===== src/rtl/reg_file_sb.sv =====
// Register file with per-register pending bits for late-arriving results.
// One write port, two combinational read ports with optional same-cycle bypass.

module reg_file_sb_cell #(
  parameter int WIDTH = 16
) (
  input  logic             Clk,
  input  logic             Reset,
  input  logic             wr,
  input  logic             set,
  input  logic [WIDTH-1:0] d,
  output logic [WIDTH-1:0] q,
  output logic             pend
);
  always_ff @(posedge Clk) begin
    if (Reset) begin
      q    <= '0;
      pend <= 1'b0;
    end else begin
      if (wr) q <= d;
      // A new producer issued this cycle owns the register even if an older result lands now.
      if (set)     pend <= 1'b1;
      else if (wr) pend <= 1'b0;
    end
  end
endmodule

module reg_file_sb #(
  parameter  int WIDTH  = 16,
  parameter  int NREGS  = 8,
  parameter  int BYPASS = 1,
  localparam int AW     = $clog2(NREGS)
) (
  input  logic             Clk,
  input  logic             Reset,
  input  logic             LD_REG,
  input  logic [AW-1:0]    DR,
  input  logic [WIDTH-1:0] Data_in,
  input  logic [AW-1:0]    SR1,
  input  logic [AW-1:0]    SR2,
  input  logic             SR1_used,
  input  logic             SR2_used,
  input  logic             Issue,
  input  logic [AW-1:0]    Issue_DR,
  output logic [WIDTH-1:0] SR1_OUT,
  output logic [WIDTH-1:0] SR2_OUT,
  output logic [NREGS-1:0] Busy,
  output logic             Stall
);
  localparam bit BYP = (BYPASS != 0);

  logic [NREGS-1:0][WIDTH-1:0] regs;
  logic [NREGS-1:0]            pend;
  logic [NREGS-1:0]            sel1, sel2, seli, seld, wr_hit, set_hit;
  logic [WIDTH-1:0]            rd1, rd2;
  logic                        issue_ok, raw1, raw2, waw, clr1, clr2;

  // One-hot decodes; out-of-range addresses decode to all-zero, so they read 0,
  // never look pending and never write.
  for (genvar i = 0; i < NREGS; i++) begin : g_reg
    localparam logic [AW-1:0] IDX = AW'(i);
    assign sel1[i]    = (SR1 == IDX);
    assign sel2[i]    = (SR2 == IDX);
    assign seli[i]    = (Issue_DR == IDX);
    assign seld[i]    = (DR == IDX);
    assign wr_hit[i]  = LD_REG & seld[i];
    assign set_hit[i] = issue_ok & seli[i];

    reg_file_sb_cell #(.WIDTH(WIDTH)) u_cell (
      .Clk   (Clk),
      .Reset (Reset),
      .wr    (wr_hit[i]),
      .set   (set_hit[i]),
      .d     (Data_in),
      .q     (regs[i]),
      .pend  (pend[i])
    );
  end

  always_comb begin
    rd1 = '0;
    rd2 = '0;
    for (int i = 0; i < NREGS; i++) begin
      if (sel1[i]) rd1 = regs[i];
      if (sel2[i]) rd2 = regs[i];
    end
  end

  assign SR1_OUT = (BYP && LD_REG && (DR == SR1) && |sel1) ? Data_in : rd1;
  assign SR2_OUT = (BYP && LD_REG && (DR == SR2) && |sel2) ? Data_in : rd2;
  assign Busy    = pend;

  // Without bypass the reader cannot see this cycle's writeback, so it keeps stalling.
  assign clr1     = BYP & LD_REG & (DR == SR1);
  assign clr2     = BYP & LD_REG & (DR == SR2);
  assign raw1     = SR1_used & |(pend & sel1) & ~clr1;
  assign raw2     = SR2_used & |(pend & sel2) & ~clr2;
  assign waw      = Issue & |(pend & seli) & ~(LD_REG & (DR == Issue_DR));
  assign Stall    = (Issue & (raw1 | raw2)) | waw;
  assign issue_ok = Issue & ~Stall;
endmodule

===== config.mk =====
export PLATFORM = sky130hd
export DESIGN_NAME = reg_file_sb
export DESIGN_NICKNAME = d
export VERILOG_FILES = /design/src/rtl/reg_file_sb.sv
export SDC_FILE = /design/constraint.sdc
export NUM_CORES = 1
export LEC_CHECK = 0
export ABC_AREA = 1
export BUFFER_PORTS_ARGS = -buffer_cell sky130_fd_sc_hd__buf_2
export CAP_MARGIN = 10
export CORE_ASPECT_RATIO = 1.4
export CORE_MARGIN = 5
export CORE_UTILIZATION = 29
export DETAILED_ROUTE_END_ITERATION = 8
export SYNTH_ARGS = -nofsm -noshare
export SYNTH_HDL_FRONTEND = slang
export SYNTH_SLANG_ARGS = --single-unit

===== constraint.sdc =====
create_clock -name Clk -period 1.6 [get_ports Clk]
set_clock_uncertainty 0.05 [all_clocks]
set_input_delay 0.08 -clock Clk [delete_from_list [all_inputs] [get_ports Clk]]
set_output_delay 0.08 -clock Clk [all_outputs]
set_load 0.01 [all_outputs]

# After elaboration in Yosys (flattened, before gate mapping)
# Cells that the tools add are included.
[totals]
input_bits = 34
out_inout_bits = 41
word_cells = 138
register_bits = 136
[classes]
reduce_logical = 21
bitwise_logic = 36
mux = 34
n_eq_ne = 31
[op_table]
columns = ["op", "count"]
rows = [
  ["16-bit two-way mux", 18],
  ["3-bit equality test, second input constant", 16],
  ["8-bit OR reduction", 5],
  ["1-bit bitwise AND", 27],
  ["8-bit bitwise AND", 3],
  ["3-bit by 2-bit equality test with 1-bit output, second input constant", 8],
  ["1-bit two-way mux", 16],
  ["2-bit nonzero test", 8],
  ["3-bit by 1-bit equality test with 1-bit output, second input constant", 4],
  ["3-bit zero test", 4],
  ["3-bit equality test", 3],
  ["1-bit logical AND", 4],
  ["1-bit NOT", 4],
  ["1-bit OR", 2],
]

# Logic depth before layout (Yosys ltp)
# Gate-level depths: netlist of run 1.
[depth]
ltp_word = 12
mapped_depth = 12
ltp_nobuf = 11

# Modules after synthesis
# Synthesis of run 1 repeated with hierarchy kept, for this count alone.
[unflattened]
cells_unflattened = 1245
area_unflattened_um2 = 7596.0
[modules_own_cells]
columns = ["mod", "seq_area_each_um2", "area_per_inst_um2", "cells_per_inst", "n_inst"]
rows = [
  ["reg_file_sb_cell", 340.3, 584.3, 73, 8],
  ["reg_file_sb", 0.0, 2921.6, 661, 1],
]

# Least setup slack after synthesis of run 1
# No wires, ideal clock.
[synth_path]
path_kind = "input-to-output"
start = "input port SR1[2]"
end = "output port SR1_OUT[4]"
path_slack_ps = 263
required_ps = 1470
stages = 10
arrival_time_ps = 1207
path_buffers = 3
cell_sequence = "buf_4 -> inv_2 -> buf_6 -> nand2_1 -> buf_2 -> o22ai_1 -> a211oi_1 -> nand4_1 -> nand2_1 -> nand2_1"
[synth_via]
elab_chain_cells = 10
word_cells_on_any_way = 21
cone_classes = "8 x eq/ne; 9 x mux; 4 x reduce/logical"
[synth_lines]
columns = ["element", "line_no", "text"]
rows = [
  ["from (decl)", "39", "input logic [AW-1:0] SR1,"],
  ["3-bit zero test", "62", "assign sel1[i] = (SR1 == IDX);"],
  ["16-bit two-way mux (8 in a row)", "84", "if (sel1[i]) rd1 = regs[i];"],
  ["16-bit two-way mux *", "89", "assign SR1_OUT = (BYP && LD_REG && (DR == SR1) && |sel1) ? Data_in : rd1;"],
  ["to (decl)", "45", "output logic [WIDTH-1:0] SR1_OUT,"],
]
# Every way passes the cells marked *; elsewhere a longest branch is shown, timed or not.

# Worst setup path in the final report of run 1
[layout_path]
start = "register g_reg[0].u_cell.q[10]"
end = "output port SR1_OUT[10]"
[layout_via]
elab_chain_cells = 9
[layout_lines]
columns = ["element", "line_no", "text"]
rows = [
  ["from (decl)", "12", "output logic [WIDTH-1:0] q,"],
  ["from (signal assigned)", "17", "q <= '0;"],
  ["from (signal assigned)", "20", "if (wr) q <= d;"],
  ["16-bit two-way mux (8 in a row)", "84", ""],
  ["16-bit two-way mux", "89", ""],
]
# Every way passes these cells.

==> results of run 1 <==
[cells by family after synthesis]
logic type | share of synthesized area (%)
flops | 36.0
compound gates | 20.4
buf+inv | 11.5
simple gates | 32.0
[per-layer routing]
layer	wire (um)	GRT usage [%]
met2	14700	34.5
met5	0	0
met4	1300	8.71
met3	1730	3.16
met1	11800	23.2
[repair_timing]
action / in CTS / in global routing
hold endpoints to repair: 97 / 0
hold buffers: 15 / 0
cloned: 0 / 1
setup endpoints to repair: 33 / 34
pin swaps: 51 / 77
setup buffers: 7 / 23
gates resized for setup: 117 / 109
[critical path, stage by stage (launching register included)]
cell and delay [ns]:
dfxtp_1 0.32, inv_2 0.09, o22ai_4 0.08, a211oi_2 0.26, nand4_1 0.12, nand2_1 0.09
nand2_1 0.06, buf_2 0.13
[per-stage QoR]
step	area, um2	worst slack (ns)
6_report	10300	-0.121
5_1_grt	10300	-0.176
4_1_cts	9800	-0.155
3_5_place_dp	8580	-0.219
3_3_place_gp	8580	-0.195
2_1_floorplan	7550	0.263
[report_power, final]
| part | internal (mW) | switching [mW] |
|---|---|---|
| Sequential | 3.49 | 0.0697 |
| Clock | 2.88 | 1.57 |
| Combinational | 0.512 | 0.869 |
[registers in the layout (all words and copies together) (netlist names)]
register and flops:
g.u_cell.pend 8, g.u_cell.q 128
[worst max path at each step]
stage                  endpoint  slack (ns)  cells after the start
floorplan            SR1_OUT[4]        0.26                     10
global placement    SR1_OUT[14]       -0.19                     10
detailed placement  SR1_OUT[14]       -0.22                     10
CTS                 SR1_OUT[14]       -0.15                      7
global route        SR1_OUT[10]       -0.18                      7
finish              SR1_OUT[10]       -0.12                      7
[final cells by class]
class	instances	share of cell area, %
clock buffer	20	4.52
tap	324	3.92
timing repair buffer	173	14.5
clock inverter	12	1.90
sequential	136	26.9
multi-input combinational	820	43.9
inverter	111	4.36
[synthesized netlist by cell type, types with 11 or more instances]
library cell,n,area share [%]
nand4_1,49,4.1
buf_4,11,1.1
inv_2,11,0.55
buf_1,25,1.2
buf_2,21,1.4
o22ai_1,30,2.5
a211oi_1,94,9.3
nand2_1,307,15
clkbuf_1,37,1.8
a21oi_1,123,8.1
nand3_1,18,1.2
nor3_1,24,1.6
dfxtp_1,136,36
nor2_1,151,7.5
inv_1,99,4.9
==> metrics, run 1 <==
Residual DRC=0; Worst slew margin=around 68%; Hold Path Depth=3; Post-synth EDFFs=0; placed instance count=~1500; Leak=about 4 nW; DPL Wire Length=~19000 um; Final Setup Violations=24; yosys warns=0; dominant synthesized flop cell=dfxtp_1; Worst VDD drop=0.695 mV; Final Cycle Share=108%; Die H=~200 um; Ports=75; max-cap violations=0; sequential share of the synthesized area=36.0%; Worst R2R Path Depth=10; Fin. Hold Viols=0; Worst-path clk slew=0.06 ns; Filler cells=about 2600; Syn Inst Count=1164; worst slew pin tran=roughly 0.49 ns; Antenna diodes=0; most frequent cells in the layout=nand2_1 (303), nor2_1 (135), a21oi_1 (122), dfxtp_1 (99), a211oi_1 (79); Avg Inst Size Synth=between 6 and 7 um2; Synth cell types=26; TritonCTS Buffers=17; count of buffers from port buffering=74; mapped cell area=between 7000 and 8000 um2; Worst Slack Setup Final=-0.121 ns; antenna viol nets, final=0; max-slew violation count=0; asr flop ratio synth=0%; Site Rows=70; CP startpoint kind=register; CTS max path bufs=2; register bit count reported by yosys=around 140; Hold EP=g_reg[4].u_cell.q[2]; number of global-route vias before repair=8257; first-pass GRT wire length=between 40000 and 50000 um; Final nets=approximately 1300; gr ovfl total=0; CP Max Fanout=3; Routed WL=slightly below 30000 um; P per Cell Area=just over 900 nW/um2; failing checks=negative setup slack; Setup CP Type=reg -> out; initial core utilization=29.1%; setup TNS=-1.15 ns; FF-to-FF setup slack=0.16 ns; Sink Count=roughly 140; Sequential cell area=roughly 2800 um2; commonest non-fill, non-tap cell in the layout=nand2_1; R2R Path End=g_reg[6].u_cell.pend; fraction of layout instances using a drive strength above 1=31.4%; fmax=581 MHz; routed length per instance=about 19 um; via count=about 8500; Via density=about 5.4; CP Capture Type=output pin; DRT Pass-1 Iters=5; initial antenna violation count=0; Die Span X=~150 um; initial drt markers=approximately 710; H-Tree Depth=4; Tmin final=~1.7 ns; area grow syn2layout=36.8%; largest net degree at the start of global routing=a little under 70; Core Box Area=between 20000 and 30000 um2; WP data required=roughly 1.5 ns; Hold Path Origin=Data_in[2]; status=complete, but fails checks; multi-input logic area=~4500 um2; TritonCTS clock tree=yes; fin cells=1596; Placer Congestion=between 0.8 and 0.9; reg2reg start=g_reg[1].u_cell.pend; WP data arrival=approximately 1.6 ns; Hold Path Class=in -> reg; total power=roughly 9.4 mW; Total GRT Usage=a little under 20%; total die area=roughly 30000 um2; CTS root buffer=clkbuf_16; clk_lat worst skew=between 0.4 and 0.5 ns; unrepaired setup endpoints after global routing=true; CP startpoint=g_reg[0].u_cell.q[10]; Finished Core Util=roughly two fifths; synthesized net count=approximately 1200; WHS=0.0105 ns
Note: power is estimated with default switching activity, not from simulation.
==> run 2: changes to the inputs <==
CORE_UTILIZATION = 55   (was 29)
PLACE_DENSITY = 0.75   (was not set)
==> run 2 against run 1 <==
  * The run still ends with negative setup slack left
  * Via count rose by 7.8%
  * Critical endpoint is now SR1_OUT[0]
  * Critical path depth rose by 5
  * Non-clock buffer count rose by 7
==> metrics, run 2 (synthesized netlist as in run 1, its figures left out) <==
Ports=75; most frequent cells in the layout=nand2_1 (303), nor2_1 (140), a21oi_1 (122), dfxtp_1 (96), a211oi_1 (79); Sink Count=about 140; TritonCTS clock tree=yes; Final Cycle Share=111%; unrepaired setup endpoints after global routing=true; Hold Path Class=in -> reg; first-pass GRT wire length=44200 um; FF-to-FF setup slack=0.10 ns; placed instance count=1380; CP Capture Type=output pin; area grow syn2layout=33.5%; WP data required=roughly 1.5 ns; max reg flops=128; register share of total power=around 40%; max-cap violations=0; Worst slew margin=about two thirds; Routed WL=about 30000 um; largest net degree at the start of global routing=62; clk_lat worst skew=roughly 0.42 ns; CP startpoint kind=input port; Site Rows=50; net load switching power=roughly 2.5 mW; Net Sw Frac=between 20% and 30%; Clk pwr share=between 40 and 50%; Antenna diodes=0; DRT Pass-1 Iters=6; CTS max path bufs=2; Top Registers=g.u_cell.q: 128 flops, g.u_cell.pend: 8 flops; Setup CP Type=in -> out; P per Cell Area=893 nW/um2; post-place instance area=~8400 um2; Worst VDD drop=a little under 0.6 mV; Residual DRC=0; Worst Slack Setup Final=-0.173 ns; largest reg by FF count=g.u_cell.q; routed length per instance=approximately 21 um; H-Tree Depth=4; Filler cells=988; commonest non-fill, non-tap cell in the layout=nand2_1; Total GRT Usage=between 30% and 40%; Comb pwr share=15.7%; Core Box Area=13500 um2; max-slew violation count=0; via count=a little over 9000; CP Max Fanout=13; number of global-route vias before repair=8405; Die Span X=roughly 110 um; total die area=around 16000 um2; fin area=just over 10000 um2; Worst-path clk slew=0.06 ns; Tmin final=between 1.5 and 2 ns; Placer Congestion=about 1.0; setup TNS=-1.72 ns; Final Setup Violations=19; fraction of layout instances using a drive strength above 1=around a third; Cell Int Power=between 6 and 7 mW; Die H=approximately 150 um; gr ovfl total=0; fin cells=1460; Via density=around 6.3; CTS root buffer=clkbuf_16; fmax=between 500 and 600 MHz; count of buffers from port buffering=74; Leak=approximately 4 nW; initial core utilization=between 50% and 60%; DPL Wire Length=18100 um; WP data arrival=approximately 1.6 ns; initial antenna violation count=1; status=complete, but fails checks; antenna viol nets, final=0; failing checks=negative setup slack; TritonCTS Buffers=17; Final nets=between 1000 and 1500; initial drt markers=1279; Finished Core Util=between 70 and 80%; Fin. Hold Viols=0; worst slew pin tran=0.496 ns; total power=roughly 9 mW
[run 2: power groups by stage]
stage / Combinational (mW) / Sequential, mW / Clock [mW]
global placement: 1.14 / 3.62 / 0
detailed placement: 1.15 / 3.62 / 0
floorplan: 0.711 / 3.60 / 0
CTS: 1.26 / 3.56 / 3.99
global route: 1.49 / 3.57 / 4.16
finish: 1.41 / 3.56 / 4.03
[run 2: path summary, 6_finish.rpt]
path	start	end	depth (start not counted)
setup / recovery	SR1[2]	SR1_OUT[0]	12
hold reg to reg	g_reg[3].u_cell.q[12]	g_reg[3].u_cell.q[12]	2
setup reg to reg	g_reg[2].u_cell.pend	g_reg[6].u_cell.pend	10
hold / removal	Data_in[1]	g_reg[4].u_cell.q[1]	3
[run 2: metrics by stage]
stage / setup slack, ns / hold WS, ns
floorplan: 0.263 / 0.298
global placement: -0.403 / 0.376
detailed placement: -0.405 / 0.382
CTS: -0.126 / 0.00364
global route: -0.366 / 0.0277
finish: -0.173 / 0.0240
[run 2: layout make-up]
| type | instances | area (um2) | share of cell area, % |
|---|---|---|---|
| multi-input combinational | 820 | 4480 | 44.5 |
| sequential | 136 | 2800 | 27.7 |
| timing repair buffer | 180 | 1510 | 15.0 |
| inverter | 111 | 463 | 4.59 |
| clock buffer | 19 | 443 | 4.39 |
| tap | 182 | 228 | 2.26 |
| clock inverter | 12 | 153 | 1.51 |
[run 2: per-layer routing]
metal / track usage [%] / share of wire (%) / vias to the layer above
met2: 58.2 / 47 / 715
met1: 39.3 / 33 / 4135
li1: - / - / 4083
met4: 24.6 / 9.1 / 0
met5: 0 / 0 / -
met3: 8.21 / 10 / 275
[run 2: what timing repair did]
item	in CTS	in global routing
pin swaps	61	74
setup endpoints to repair	33	34
resized for setup	124	110
endpoints found under the hold margin	77	0
setup buffers	11	23
hold buffers	16	0
[run 2: worst max-delay path, cell delays in order]
cell	delay (ns)
buf_6	0.10
buf_4	0.17
inv_8	0.12
nand3_2	0.11
buf_12	0.17
buf_12	0.15
o22ai_2	0.27
a211oi_2	0.08
nand4_1	0.09
nand2_1	0.06
nand2_1	0.10
buf_2	0.14
